$ cat src/rtl/vc32_pkg.sv
// Shared vc32 definitions: memory scheduler state encoding and line/beat geometry.
package vc32_pkg;

    typedef enum logic [1:0] {
        ST_IDLE = 2'd0,
        ST_WB   = 2'd1,
        ST_FILL = 2'd2,
        ST_DONE = 2'd3
    } sched_state_e;

    // Memory moves one nibble per beat, so a line of bytes takes two beats per byte.
    function automatic int nbeats(input int line_length);
        return 32'sd2 * line_length;
    endfunction

endpackage

$ cat src/rtl/cache_mem_sched.sv
// Arbitrates dcache/icache line traffic onto a single nibble-wide memory port:
// optional dirty-line writeback followed by a line fill, then a one-cycle done pulse.
module cache_mem_sched
    import vc32_pkg::*;
#(
    parameter int  PA          = 22,
    parameter int  LINE_LENGTH = 4,
    localparam int TW          = PA - $clog2(LINE_LENGTH)
) (
    input  logic          clk,
    input  logic          reset,
    input  logic          d_pull,
    input  logic          d_push,
    input  logic [TW-1:0] d_wtag,
    input  logic [TW-1:0] d_rtag,
    input  logic [3:0]    d_dwrite,
    output logic          d_rstrobe,
    output logic          d_wstrobe,
    output logic          d_done,
    input  logic          i_pull,
    input  logic [TW-1:0] i_tag,
    output logic          i_wstrobe,
    output logic          i_done,
    output logic          mem_start,
    output logic          mem_we,
    output logic [TW-1:0] mem_addr,
    output logic [3:0]    mem_dout,
    input  logic [3:0]    mem_din,
    input  logic          mem_ready
);

    localparam int            NBEATS    = nbeats(LINE_LENGTH);
    localparam int            BW        = (NBEATS > 32'sd1) ? $clog2(NBEATS) : 32'sd1;
    localparam logic [BW-1:0] LAST_BEAT = BW'(NBEATS - 32'sd1);
    localparam logic [BW-1:0] ONE_BEAT  = BW'(32'sd1);

    sched_state_e  r_state;
    sched_state_e  w_state_nxt;
    logic [BW-1:0] r_beat;
    logic [BW-1:0] w_beat_nxt;
    logic          r_gnt_i;      // owner of the current transaction: 1 = icache
    logic          r_last_i;     // last completed grant went to icache
    logic          w_gnt_d;
    logic          w_gnt_i;
    logic          w_last_beat;
    logic          w_wb_to_fill;
    logic          w_start_nxt;
    logic [TW-1:0] w_addr_nxt;
    logic          r_mem_start;
    logic          r_mem_we;
    logic          r_d_done;
    logic          r_i_done;
    logic [TW-1:0] r_mem_addr;
    logic          w_unused_din;

    // Fill data goes straight from memory to the caches; the scheduler only sequences it.
    assign w_unused_din = ^mem_din;

    assign w_last_beat  = mem_ready && (r_beat == LAST_BEAT);
    assign w_wb_to_fill = (r_state == ST_WB) && w_last_beat;
    assign w_start_nxt  = w_gnt_d || w_gnt_i || w_wb_to_fill;

    // Round-robin arbiter, evaluated only while idle; a tie goes to whoever was not granted last.
    always_comb begin
        w_gnt_d = 1'b0;
        w_gnt_i = 1'b0;
        if (r_state == ST_IDLE) begin
            if (d_pull && i_pull) begin
                w_gnt_d = r_last_i;
                w_gnt_i = !r_last_i;
            end else begin
                w_gnt_d = d_pull;
                w_gnt_i = i_pull;
            end
        end else begin
            w_gnt_d = 1'b0;
            w_gnt_i = 1'b0;
        end
    end

    // Next-state and beat counter: beats advance only when memory takes or gives a nibble.
    always_comb begin
        w_state_nxt = r_state;
        w_beat_nxt  = r_beat;
        case (r_state)
            ST_IDLE: begin
                if (w_gnt_d) begin
                    w_state_nxt = d_push ? ST_WB : ST_FILL;
                    w_beat_nxt  = '0;
                end else if (w_gnt_i) begin
                    w_state_nxt = ST_FILL;
                    w_beat_nxt  = '0;
                end else begin
                    w_state_nxt = ST_IDLE;
                end
            end
            ST_WB: begin
                if (w_last_beat) begin
                    w_state_nxt = ST_FILL;
                    w_beat_nxt  = '0;
                end else if (mem_ready) begin
                    w_beat_nxt = r_beat + ONE_BEAT;
                end else begin
                    w_beat_nxt = r_beat;
                end
            end
            ST_FILL: begin
                if (w_last_beat) begin
                    w_state_nxt = ST_DONE;
                    w_beat_nxt  = '0;
                end else if (mem_ready) begin
                    w_beat_nxt = r_beat + ONE_BEAT;
                end else begin
                    w_beat_nxt = r_beat;
                end
            end
            ST_DONE: begin
                w_state_nxt = ST_IDLE;
            end
            default: begin
                w_state_nxt = ST_IDLE;
                w_beat_nxt  = '0;
            end
        endcase
    end

    // Line address is captured at grant and again when a writeback hands over to its fill.
    always_comb begin
        w_addr_nxt = r_mem_addr;
        if (w_gnt_d) begin
            w_addr_nxt = d_push ? d_wtag : d_rtag;
        end else if (w_gnt_i) begin
            w_addr_nxt = i_tag;
        end else if (w_wb_to_fill) begin
            w_addr_nxt = d_rtag;
        end else begin
            w_addr_nxt = r_mem_addr;
        end
    end

    // State, ownership and registered memory/done outputs.
    always_ff @(posedge clk) begin
        if (reset) begin
            r_state     <= ST_IDLE;
            r_beat      <= '0;
            r_gnt_i     <= 1'b0;
            r_last_i    <= 1'b1;
            r_mem_start <= 1'b0;
            r_mem_we    <= 1'b0;
            r_mem_addr  <= '0;
            r_d_done    <= 1'b0;
            r_i_done    <= 1'b0;
        end else begin
            r_state     <= w_state_nxt;
            r_beat      <= w_beat_nxt;
            r_mem_start <= w_start_nxt;
            r_mem_we    <= (w_state_nxt == ST_WB);
            r_mem_addr  <= w_addr_nxt;
            r_d_done    <= (w_state_nxt == ST_DONE) && !r_gnt_i;
            r_i_done    <= (w_state_nxt == ST_DONE) && r_gnt_i;
            if (w_gnt_d) begin
                r_gnt_i <= 1'b0;
            end else if (w_gnt_i) begin
                r_gnt_i <= 1'b1;
            end else begin
                r_gnt_i <= r_gnt_i;
            end
            if (r_state == ST_DONE) begin
                r_last_i <= r_gnt_i;
            end else begin
                r_last_i <= r_last_i;
            end
        end
    end

    assign mem_start = r_mem_start;
    assign mem_we    = r_mem_we;
    assign mem_addr  = r_mem_addr;
    assign d_done    = r_d_done;
    assign i_done    = r_i_done;

    // Strobes follow mem_ready within the phase so a stalled beat never strobes.
    assign d_rstrobe = (r_state == ST_WB) && mem_ready;
    assign d_wstrobe = (r_state == ST_FILL) && !r_gnt_i && mem_ready;
    assign i_wstrobe = (r_state == ST_FILL) && r_gnt_i && mem_ready;
    assign mem_dout  = (r_state == ST_WB) ? d_dwrite : 4'h0;

endmodule

$ cat config.mk
export PLATFORM = sky130hd
export DESIGN_NAME = cache_mem_sched
export DESIGN_NICKNAME = d
export VERILOG_FILES = /design/src/rtl/vc32_pkg.sv /design/src/rtl/cache_mem_sched.sv
export SDC_FILE = /design/constraint.sdc
export NUM_CORES = 1
export LEC_CHECK = 0
export ABC_AREA = 1
export ABC_CLOCK_PERIOD_IN_PS = 2100
export CORE_MARGIN = 5
export CORE_UTILIZATION = 41
export DETAILED_ROUTE_END_ITERATION = 6
export MAX_ROUTING_LAYER = met4
export PLACE_DENSITY = 0.8
export SYNTH_ARGS = -nofsm -noshare
export SYNTH_HDL_FRONTEND = slang
export SYNTH_SLANG_ARGS = --single-unit
$ cat constraint.sdc
create_clock -name clk -period 2.1 [get_ports clk]
set_clock_uncertainty 0.05 [all_clocks]
set_input_delay 0.21 -clock clk [delete_from_list [all_inputs] [get_ports clk]]
set_output_delay 0.21 -clock clk [all_outputs]
set_load 0.02 [all_outputs]
## After elaboration in Yosys (flattened, before gate mapping)

Index checks and enable logic that the tools add are counted.

- Logic and storage cells: 58
- Input bits: 74
- Register bits: 31

- Add/subtract/negate cells: 1
- Eq/ne operators: 8
- Mux-type cells: 20
- Reduce and logical (&&, ||, !) cells: 20

Operator list:

| cell | number |
|---|---|
| $mux W20 | 4 |
| $mux W3 | 4 |
| $logic_and A1 B1 Y1 | 10 |
| $mux W2 | 5 |
| $pmux W2 S4 | 1 |
| $eq A2 B2 Y1 const B | 3 |
| $pmux W3 S2 | 1 |
| $eq A2 B1 Y1 const B | 2 |
| $mux W1 | 4 |
| $mux W4 | 1 |
| $reduce_or A2 Y1 | 2 |
| $add A3 B1 Y3 const B | 1 |
| $eq A3 B3 Y1 const B | 1 |
| $ne A3 B1 Y1 const B | 1 |
| $ne A3 B3 Y1 const B | 1 |
| $reduce_and A3 Y1 | 1 |
| $reduce_bool A3 Y1 | 1 |
| $logic_not A1 Y1 | 2 |
| $logic_not A2 Y1 | 1 |
| $logic_or A1 B1 Y1 | 2 |
| $reduce_bool A2 Y1 | 1 |

## Logic depth before layout (Yosys ltp)

- Depth after elaboration: 8
- Depth in mapped cells: 10

## Worst setup path after synthesis

No wires, ideal clock.

- Path kind: reg2reg
- From: register r_state[1]
- To: register r_mem_addr[13], in the netlist mem_addr[13]
- Path buffers: 1
- Library setup time: 0.122 ns
- Data required time: 1.928 ns
- Path slack: 0.519 ns
- Period minus slack after synthesis: 1.581 ns
- Arrival time: 1.409 ns
- Stages on the path, launching flop included: 10
- Cells stage by stage: dfxtp_1 -> inv_1 -> ha_1 -> nand2_2 -> clkinv_2 -> nand2_4 -> nand2_4 -> buf_6 -> o21ai_0 -> a21oi_2

- Cells in the longest elaborated chain, start to end: 4

RTL lines:

| item | line | source |
|---|---|---|
| from (decl) | cache_mem_sched.sv:37 | `sched_state_e r_state;` |
| from (signal assigned) | cache_mem_sched.sv:154 | `r_state <= w_state_nxt;` |
| $logic_not A2 Y1 | cache_mem_sched.sv:67 | `if (r_state == ST_IDLE) begin` |
| $mux W1 | cache_mem_sched.sv:67 |  |
| $mux W20 | cache_mem_sched.sv:132 | `end else if (w_gnt_i) begin` |
| $mux W20 | cache_mem_sched.sv:130 | `if (w_gnt_d) begin` |
| to (signal assigned) | cache_mem_sched.sv:158 | `r_mem_addr <= w_addr_nxt;` |
| to (decl) | cache_mem_sched.sv:53 | `logic [TW-1:0] r_mem_addr;` |

Several ways; a longest one is shown, not always the timed one.
A chain may end at the register's enable or synchronous reset.

## Worst setup path after layout

- From: register r_state[1]
- To: output mem_dout[1]

- Cells in the longest elaborated chain, start to end: 2

RTL lines:

| item | line | source |
|---|---|---|
| $eq A2 B1 Y1 | cache_mem_sched.sv:186 | `assign mem_dout = (r_state == ST_WB) ? d_dwrite : 4'h0;` |
| $mux W4 | cache_mem_sched.sv:186 |  |
| to (decl) | cache_mem_sched.sv:27 | `output logic [3:0] mem_dout,` |

Every way passes these cells.

==> results.md <==
- Worst Tran Pin Value: 0.3026 ns
- Commonest non-fill, non-tap cell in the layout: clkdlybuf4s50_1
- Filler instances: 455
- Initial Util: between 40% and 50%
- Die area: 0.006957 mm²
- Worst vdd ir: 0.5192 mV
- WHS Path Cells: 2
- CP Capture Type: output port
- Register bit total from synthesis: 31
- Startpoint types: register
- Post-Syn Instances: 358
- Fmax: about 500 MHz
- Total Power: 0.003937 W
- Final TNS setup: 0 ns
- Slew headroom: 79.69%
- Area leader, netlist: dfxtp_1
- Max cap viols: 0
- Synth warnings: 0
- CTS tree: done
- Total global-route track usage: a little under a fifth
- Unrepaired setup endpoints after global routing: false
- Synth area leaders: dfxtp_1 28%, nand2_1 11%, inv_1 9.7%, nor2_1 8.0%, o21ai_0 7.5%
- First-pass GRT wire length: 10580 µm
- Routed Antenna Nets: 0
- Root buffer cell: clkbuf_8
- Post-synthesis sequential area ratio: 28.09%
- Post-Synthesis Mean Instance Area: 6.172 µm²
- Largest net degree at the start of global routing: 37
- Crit path max fanout: 7
- LEAKAGE: 1.659 nW
- Clock Pin Slew Worst Setup and Hold Paths: ~0.07 ns
- Post-Syn Area: 0.002210 mm²
- Htree depth: 2
- Grt ovf: 0
- DRC Markers: 0
- Top_reg_cell synth: dfxtp_1
- Crit path DAT: approximately 1.7 ns
- Post-detailed-route wirelength per cell: 12.59 µm
- Flop2flop setup slack: approximately 0.2 ns
- DRT iter0 DRCs: 132
- Diodes inserted: 0
- Yosys cell types: 22
- IO Port Bufs: 100
- Setup Crit Path Kind: reg2out
- Synth async-reset ratio: 0%
- Vias/cell: 4.853
- Final Cycle Share: 93.52%
- Die Y: around 83 µm
- Drt total wl: 6599 µm
- Worst R2R Start: r_state[0]
- Final Max Slew Viols: 0
- Most frequent cells in the layout: 97 x clkdlybuf4s50_1, 63 x nand2_1, 57 x inv_1
- Clock buffer depth: 2
- Worst Reg-to-Reg Cells: 7
- Drt pass-1 iters: 4
- Fraction of layout cells with a size suffix above 1: under 10%
- Final Hold Vio Count: 0
- Vias in the first global route: between 2000 and 2500
- HPWL Detailed: 5053 µm
- Antenna violations before repair: 0
- Hold Path Class: reg2reg
- Worst skew pair latency: about 0.28 ns
- Die width: ~83 µm
- Fin nets: between 500 and 600
- Status: finished clean
- Placement Rows: 26
- Area fraction of the dominant cell type after synthesis: around 28%
- Syn Nets: 441
- Via Count: roughly 2500
- GPL Wtd Cong: about 0.9
- Final Setup Violations: 0
- Number of synthesized flops with an enable pin: 0
- Core area: ~0.0052 mm²
- Hold_ws: 0.4418 ns
- P&R area growth vs syn: 53.34%
- I/O pin cnt: 105
- Hold-fix buffers at CTS: 0
- Min-delay src: r_last_i
- Minimum clock period: about 2.0 ns
- CTS Buf Count: 5
- Pwr dens: 1162 mW/mm²
- Hold EP: r_last_i
- Clk sinks: 31
- WP data required: around 1.8 ns
- Worst r2r dst: mem_addr[13]
worst max-delay path, cell delays in order (launching register included):
cell	delay, ns
dfxtp_1	0.38
inv_1	0.15
ha_4	0.19
nand2_1	0.06
inv_1	0.05
clkdlybuf4s50_1	0.59
synth_stat cells, types with 2 or more instances:
| cell type | instances |
|---|---|
| dfxtp_1 | 31 |
| nor3_1 | 2 |
| buf_2 | 10 |
| a21oi_1 | 23 |
| nand3b_1 | 20 |
| clkbuf_1 | 4 |
| nand2_4 | 2 |
| nor2_2 | 5 |
| clkbuf_2 | 2 |
| nand2_2 | 2 |
| o21ai_1 | 12 |
| o21ai_0 | 33 |
| ha_1 | 9 |
| nand3_1 | 27 |
| buf_6 | 4 |
| inv_2 | 2 |
| inv_1 | 57 |
| nand2_1 | 63 |
| nor2_1 | 47 |
cell type report:
type	count	area, µm²	share of cell area, %
repair buffers	108	1099	32.42
well taps	70	87.58	2.585
inverters	61	232.7	6.869
clock buffers	8	100.1	2.954
multi-input cells	246	1249	36.85
flip-flops and latches	31	620.6	18.32
flip-flops by register name (all words and copies together) (netlist names):
signal     flops
d_done         1
r_state        2
mem_start      1
r_beat         3
r_gnt_i        1
mem_we         1
i_done         1
mem_addr      20
r_last_i       1
per-layer routing:
| metal | routed length (µm) | up-vias | GRT usage (%) |
|---|---|---|---|
| met5 | 0 | - | - |
| met1 | 2674 | 1130 | 19.89 |
| met3 | 390 | 16 | 3.663 |
| met4 | 181 | 0 | 7.749 |
| li1 | - | 1311 | - |
| met2 | 3352 | 86 | 34.18 |
worst max path at each step:
stage | cells past startpoint | to | from | slack [ns]
floorplan | 9 | mem_addr[13] | r_state[1] | 0.52
global placement | 4 | d_wstrobe | mem_ready | 0.27
detailed placement | 9 | mem_addr[13] | r_state[1] | 0.26
CTS | 5 | d_rstrobe | r_state[1] | 0.04
global route | 7 | mem_addr[13] | r_state[0] | 0.009
finish | 5 | mem_dout[1] | r_state[1] | 0.14
kinds of logic after synthesis:
logic type	Yosys count	synth area share, %
AOI/OAI and AO/OA	69	15.80
adders and majority gates	9	5.096
buffers and inverters	81	15.97
DFF	31	28.09
and+or+nand+nor	168	35.05
power breakdown:
part	total, W	leakage (nW)	switching (W)	internal, W
Sequential	0.000979	0.257	0.000144	0.000834
Combinational	0.00243	1.35	0.00141	0.00103
Clock	0.000524	0.0515	0.000225	0.000299
Total	0.00394	1.66	0.00178	0.00216
per-stage QoR:
step | instance area, µm² | util [%] | setup WS (ns) | instances
6_report | 3388 | 65.51 | 0.1360 | 524
5_1_grt | 3388 | 65.51 | 0.008922 | 524
4_1_cts | 3376 | 65.26 | 0.04385 | 524
3_5_place_dp | 3276 | 63.33 | 0.2643 | 516
3_3_place_gp | 3276 | 63.33 | 0.2719 | 516
2_1_floorplan | 2210 | - | 0.5194 | 358
timing repair:
action,4_1_cts,5_1_grt
pin swaps,0,0
buffers inserted,0,0
resized for setup,3,2
endpoints found under the setup margin,4,4
Power figures use the tool's default switching activity.
